--- src/rtl/mario_sprite_unit.sv ---
// Player sprite front end: per-pixel hit test, sprite-ROM addressing, frame-locked
// position/animation state and colour-key transparency for the colour mapper.
module mario_sprite_unit #(
  parameter int          SPRITE_W    = 16,
  parameter int          SPRITE_H    = 32,
  parameter int          NUM_FRAMES  = 4,
  parameter int          ANIM_DIV    = 6,
  parameter logic [23:0] TRANSPARENT = 24'hFF00FF,
  parameter int          ADDR_W      = 11
) (
  input  logic              Clk,
  input  logic              Reset,
  input  logic              frame_clk,
  input  logic [9:0]        DrawX,
  input  logic [9:0]        DrawY,
  input  logic [9:0]        mario_x,
  input  logic [9:0]        mario_y,
  input  logic              facing_left,
  input  logic              walking,
  output logic [ADDR_W-1:0] rom_addr,
  input  logic [23:0]       rom_data,
  output logic              mario,
  output logic [23:0]       mario_pic_out,
  output logic [9:0]        DrawX_d,
  output logic [9:0]        DrawY_d
);

  localparam int CNT_W     = (ANIM_DIV > 1) ? $clog2(ANIM_DIV) : 1;
  localparam int FIDX_W    = (NUM_FRAMES > 1) ? $clog2(NUM_FRAMES) : 1;
  localparam int FRAME_PIX = SPRITE_W * SPRITE_H;

  logic              fsync_p0, fsync_p1, fsync_p2;
  logic              frame_tick;
  logic [9:0]        sx, sy;
  logic              sfacing;
  logic [CNT_W-1:0]  anim_cnt;
  logic [FIDX_W-1:0] frame_idx;

  logic [10:0]       x_end, y_end;
  logic              hit_c;
  logic [9:0]        col_raw, col, row;
  logic [ADDR_W-1:0] addr_c;
  logic              hit_p0;

  // frame_clk crosses into Clk through two flops; the third flop feeds the edge detect
  always_ff @(posedge Clk or posedge Reset) begin
    if (Reset) begin
      fsync_p0 <= 1'b0;
      fsync_p1 <= 1'b0;
      fsync_p2 <= 1'b0;
    end else begin
      fsync_p0 <= frame_clk;
      fsync_p1 <= fsync_p0;
      fsync_p2 <= fsync_p1;
    end
  end

  assign frame_tick = fsync_p1 & ~fsync_p2;

  // Position and animation only move on frame_tick so a frame never tears
  always_ff @(posedge Clk or posedge Reset) begin
    if (Reset) begin
      sx        <= '0;
      sy        <= '0;
      sfacing   <= 1'b0;
      anim_cnt  <= '0;
      frame_idx <= '0;
    end else if (frame_tick) begin
      sx      <= mario_x;
      sy      <= mario_y;
      sfacing <= facing_left;
      if (!walking) begin
        frame_idx <= '0;
        anim_cnt  <= '0;
      end else if (frame_idx == '0) begin
        frame_idx <= FIDX_W'(1);
        anim_cnt  <= '0;
      end else if (anim_cnt == CNT_W'(ANIM_DIV - 1)) begin
        anim_cnt  <= '0;
        frame_idx <= (frame_idx == FIDX_W'(NUM_FRAMES - 1)) ? FIDX_W'(1)
                                                             : frame_idx + FIDX_W'(1);
      end else begin
        anim_cnt <= anim_cnt + CNT_W'(1);
      end
    end
  end

  // Stage 0: hit test uses 11-bit bounds so sprites at the right/bottom edge never wrap
  always_comb begin
    x_end   = {1'b0, sx} + 11'(SPRITE_W);
    y_end   = {1'b0, sy} + 11'(SPRITE_H);
    hit_c   = (DrawX >= sx) && ({1'b0, DrawX} < x_end) &&
              (DrawY >= sy) && ({1'b0, DrawY} < y_end);
    col_raw = DrawX - sx;
    row     = DrawY - sy;
    col     = sfacing ? (10'(SPRITE_W - 1) - col_raw) : col_raw;
    addr_c  = ADDR_W'(frame_idx) * ADDR_W'(FRAME_PIX) +
              ADDR_W'(row) * ADDR_W'(SPRITE_W) + ADDR_W'(col);
  end

  always_ff @(posedge Clk or posedge Reset) begin
    if (Reset) begin
      rom_addr <= '0;
      hit_p0   <= 1'b0;
      DrawX_d  <= '0;
      DrawY_d  <= '0;
    end else begin
      if (hit_c) rom_addr <= addr_c;
      hit_p0  <= hit_c;
      DrawX_d <= DrawX;
      DrawY_d <= DrawY;
    end
  end

  // Stage 1: ROM data arrives aligned with hit_p0; the colour key masks the pixel
  assign mario         = hit_p0 && (rom_data != TRANSPARENT);
  assign mario_pic_out = mario ? rom_data : 24'h0;

endmodule

--- config.mk ---
export PLATFORM = sky130hd
export DESIGN_NAME = mario_sprite_unit
export DESIGN_NICKNAME = d
export VERILOG_FILES = /design/src/rtl/mario_sprite_unit.sv
export SDC_FILE = /design/constraint.sdc
export NUM_CORES = 1
export LEC_CHECK = 0
export BUFFER_PORTS_ARGS = -buffer_cell sky130_fd_sc_hd__buf_2
export CELL_PAD_IN_SITES_DETAIL_PLACEMENT = 1
export CELL_PAD_IN_SITES_GLOBAL_PLACEMENT = 2
export CORE_MARGIN = 4
export CORE_UTILIZATION = 31
export CTS_CLUSTER_DIAMETER = 150
export CTS_CLUSTER_SIZE = 12
export DETAILED_ROUTE_END_ITERATION = 7
export PLACE_DENSITY = 0.86
export SLEW_MARGIN = 20
export SYNTH_ARGS = -nofsm -noshare
export SYNTH_HDL_FRONTEND = slang
export SYNTH_SLANG_ARGS = --single-unit
--- constraint.sdc ---
create_clock -name Clk -period 4.25 [get_ports Clk]
set_input_delay 0.6375 -clock Clk [delete_from_list [all_inputs] [get_ports Clk]]
set_output_delay 0.6375 -clock Clk [all_outputs]
set_load 0.03 [all_outputs]
## After elaboration in Yosys (flattened, before gate mapping)

Cells that the tools add are included.

- $lt $le $gt $ge: 4
- Bitwise gates (word level): 2
- Eq/ne operators: 4
- Reduce and logical (&&, ||, !) cells: 6
- Add/sub/neg operators: 9
- Multiplexer cells: 9

Operators by type and width:

| operator | number |
|---|---|
| two-way mux 24 bit | 1 |
| != test 24 bit, second input constant | 1 |
| less-than comparator 10 x 11 -> 1 bit | 2 |
| >= comparator 10 bit | 2 |
| adder 10 x 5 -> 11 bit, second input constant | 1 |
| adder 10 x 6 -> 11 bit, second input constant | 1 |
| adder 11 x 10 -> 11 bit | 1 |
| adder 11 bit | 1 |
| two-way mux 10 bit | 1 |
| subtractor 10 bit | 1 |
| subtractor 4 x 10 -> 10 bit, first input constant | 1 |
| two-way mux 3 bit | 3 |
| two-way mux 2 bit | 4 |
| subtractor 7 bit | 1 |
| logical AND 1 bit | 4 |
| adder 3 x 1 -> 3 bit, second input constant | 1 |
| equality test 3 bit, second input constant | 1 |
| != test 3 x 1 -> 1 bit, second input constant | 1 |
| adder 2 x 1 -> 2 bit, second input constant | 1 |
| equality test 2 bit, second input constant | 1 |
| zero test 2 bit | 1 |
| AND reduction 2 bit | 1 |
| AND 1 bit | 1 |
| inverter 1 bit | 1 |

- Bits in registers: 61
- Output and inout port bits: 56
- Logic and storage cells: 46
- Input port bits: 69

## Depth between registers and ports, before layout

- Depth in word-level cells: 5
- Mapped depth: 20
- Gate-level depth less buffers: 20

## Worst setup path after synthesis

Ideal clock, no wire load.

- Path type: in2reg
- Start: in DrawX[0]
- End: reg rom_addr[10]
- Setup slack: 99 ps
- Data required time: 4,123 ps
- Library setup time: 127 ps
- Stages: 14
- Data arrival time: 4,024 ps
- Buffers on the path: 0
- Path through: inv_1 > ha_1 > fa_1 > nand2b_1 > a21oi_1 > o311ai_2 > o41ai_2 > xnor3_1 > fa_1 > ha_1 > a21oi_1 > xnor2_1 > xnor2_1 > mux2_1

- Word-level cells in the longest chain between the ends: 4
- Elaborated cells on any way between the ends: 9
- Classes of those cells: add/sub (3); order compare (2); mux (1); reduce/logical (3)

RTL lines:

| item | line | text |
|---|---|---|
| start: declaration | 14 | `input logic [9:0] DrawX,` |
| subtractor 10 bit (tied with other cells) | 94 | `col_raw = DrawX - sx;` |
| subtractor 4 x 10 -> 10 bit / logical AND 1 bit (equally long branches) | 96, 92 |  |
| two-way mux 10 bit / logical AND 1 bit (equally long branches) | 96, 92 |  |
| adder 11 x 10 -> 11 bit / logical AND 1 bit (equally long branches) | 98, 93 |  |
| end signal: assignment | 108 | `if (hit_c) rom_addr <= addr_c;` |
| end: declaration | 20 | `output logic [ADDR_W-1:0] rom_addr,` |

Several ways; a longest one is shown, not always the timed one.
A chain may end at the register's enable or synchronous reset.

## Final worst setup path

Same ends and word-level chain as after synthesis.

==> run metrics <==
vias in the first global route 3,864; Filler cells ~1,500; crit share post-route 97.14%; HPWL Detailed around 9000 um; WL final 11,460 um; CP startpoint DrawX[0]; CTS Buf Count 9; diode count 0; slowest stage delay, CP 480 ps; FP Rows 41; sequential area share after synthesis approximately 38%; largest net degree at the start of global routing 41; WP buf/inv 2; WP data required 4470 ps; flip-flop and latch area ~1500 um^2; Peak supply drop ~0.21 mV; Unique masters post-synth 55; DP Area 4911 um^2; die height between 100 and 150 um; Num Clock Sinks 61; hold_buf cts 0; cell area after synthesis approximately 4000 um^2; final hold violations 0; Vias 3,421; commonest cells after routing, fill and taps aside buf_2 (124), dfrtp_1 (61), ha_1 (44); clk_lat worst skew 340 ps; Slowest-stage cell, CP fa_1; FF-to-FF Start sx[4]; Synth-to-Final Area Change 33.49%; Least-Margin Pin Slew 838.4 ps; Residual DRC 0; static leakage 2.669 nW; Clock Skew 8.328 ps; reg2reg setup slack between 100 and 150 ps; footprint of the multi-input gates 2285 um^2; CTS root buffer clkbuf_16; hold_sp fsync_p0; Top FF cell, synth dfrtp_1; fraction of layout cells with a size suffix above 1 33.21%; Die Width approximately 120 um; crit path time final 4128 ps; cell count along the critical path 16; Critical Path End Type flop; Post-synth EDFFs 0; port bufs 124; IO Pins 125; vias per std cell 4.732; syn nets 518; mean post-synth cell area 9.953 um^2; Initial Util 31.60%; startpoint types primary input; Core ar. 12,570 um^2; WP data arrival 4350 ps; CP top delay family adder cells; CP cell instances buf_2 -> inv_1 -> ha_1 -> fa_1 -> nand2b_4 -> a211oi_2 -> o31a_1 -> o22ai_1 -> o41ai_2 -> xnor3_1 -> fa_1 -> ha_1 -> a21oi_2 -> xnor2_1 -> xnor2_1 -> mux2_1; Detail Route Antenna Nets 0; GRT Overall Usage 16.19%; Max-Cap Viols 0; first-pass GRT wire length 18,870 um; Post-layout nets 665; Worst R2R Path Depth 15; highest clock rate between 200 and 250 MHz; CTS Buffer Depth 2; outcome completed; Worst-path clk slew 60 ps; DR pass1 iterations 4; Slew Limit Headroom about 44%; H-tree levels 3; Pwr Density 555.0 nW/um^2; synthesis warning total 0; CP max FO 3; Min-Delay Path Depth 0; Post-Syn Instances 399; asr flop ratio synth 100.0%; die area between 10,000 and 15,000 um^2; Hold/Removal Path Class reg -> reg; gpl congestion 0.8381; Setup CP Type in -> reg; Final Util between 40% and 50%; commonest non-fill, non-tap cell in the layout buf_2; Iter 0 DRT Violations a little over 60; initial antenna violation count 0; final setup violating endpoints 0; gr ovfl total 0; routed len/inst 15.85 um; max-slew violations 0; design area 5301 um^2; register bit count reported by yosys 61; CTS tree yes
timing repair:
item | 4_1_cts | 5_1_grt
hold endpoints to repair | 0 | 0
buffers inserted | 0 | 1
endpoints found under the setup margin | 0 | 2
resized for setup | 0 | 11
logic make-up (layout without fill, tap and decap cells):
logic type      Yosys count  in the layout  synth area share [%]
mux                      11             11                 3.088
compound gates           84             84                 14.24
fa+ha+maj                50             50                 16.51
simple gates            111            111                 15.28
xor+xnor                 30             30                 6.963
flops                    61             61                 38.44
buf+inv                  52            204                 5.482
synthesized netlist by cell type, drive strengths merged, types with 5 or more instances:
cell | instances | area (um^2)
inv | 41 | 153.9
a21o | 9 | 67.56
nand2b | 5 | 31.28
clkbuf | 8 | 30.03
and2 | 24 | 150.1
o21ai | 29 | 145.1
a21oi | 17 | 88.84
ha | 46 | 575.6
nand4 | 6 | 37.54
nor2b | 6 | 45.04
xnor2 | 26 | 227.7
dfrtp | 61 | 1526
nor2 | 11 | 41.29
mux2 | 10 | 112.6
nand3 | 8 | 40.04
nand2 | 36 | 135.1
registers in the layout (all words and copies together), names as in the netlist, 2 cells and up:
signal     flops
rom_addr      11
DrawX_d       10
DrawY_d       10
sx            10
sy            10
anim_cnt       3
frame_idx      2
per-layer routing:
metal  share of wire, %  routed length, um  GRT usage (%)  vias to the layer above
met5                  0                  0              0                        -
met4                1.9                214          7.493                        0
met3                5.8                667          3.497                       15
met2                 51               5853          28.52                       99
met1                 41               4724          18.72                     1635
li1                   -                  -              -                     1672
final cells by class:
class	instances	share of cell area, %
Sequential cell	61	28.79
Clock buffer	13	4.909
Tap cell	172	4.059
Timing Repair Buffer	147	14.96
Clock inverter	3	1.274
Inverter	41	2.903
Multi-Input combinational cell	286	43.10
report_power, final:
| part | internal (mW) | switching, mW | total, mW |
|---|---|---|---|
| clock | 0.545 | 0.264 | 0.809 |
| sequential | 0.689 | 0.0723 | 0.761 |
| combinational | 0.606 | 0.766 | 1.37 |
path summary, 6_finish.rpt:
kind                                end
setup / recovery           rom_addr[10]
hold / removal                 fsync_p1
setup reg to reg           rom_addr[10]
hold reg to reg                fsync_p1
max in group asynchronous   rom_addr[9]
min in group asynchronous         sx[4]
through the flow:
step | setup slack [ps] | total power [mW] | cells | TNS (ps) | hold slack, ps
6_report | 121.6 | 2.942 | 723 | 0 | 355.8
5_1_grt | -73.15 | 3.159 | 723 | -73.15 | 356.8
4_1_cts | 84.87 | 2.949 | 722 | 0 | 352.6
3_5_place_dp | -220.4 | 2.103 | 706 | -220.4 | 341.0
3_3_place_gp | -73.04 | 2.039 | 706 | -73.04 | 335.7
2_1_floorplan | 98.77 | 1.656 | 399 | 0 | 331.2
(Power assumes the default switching activity.)
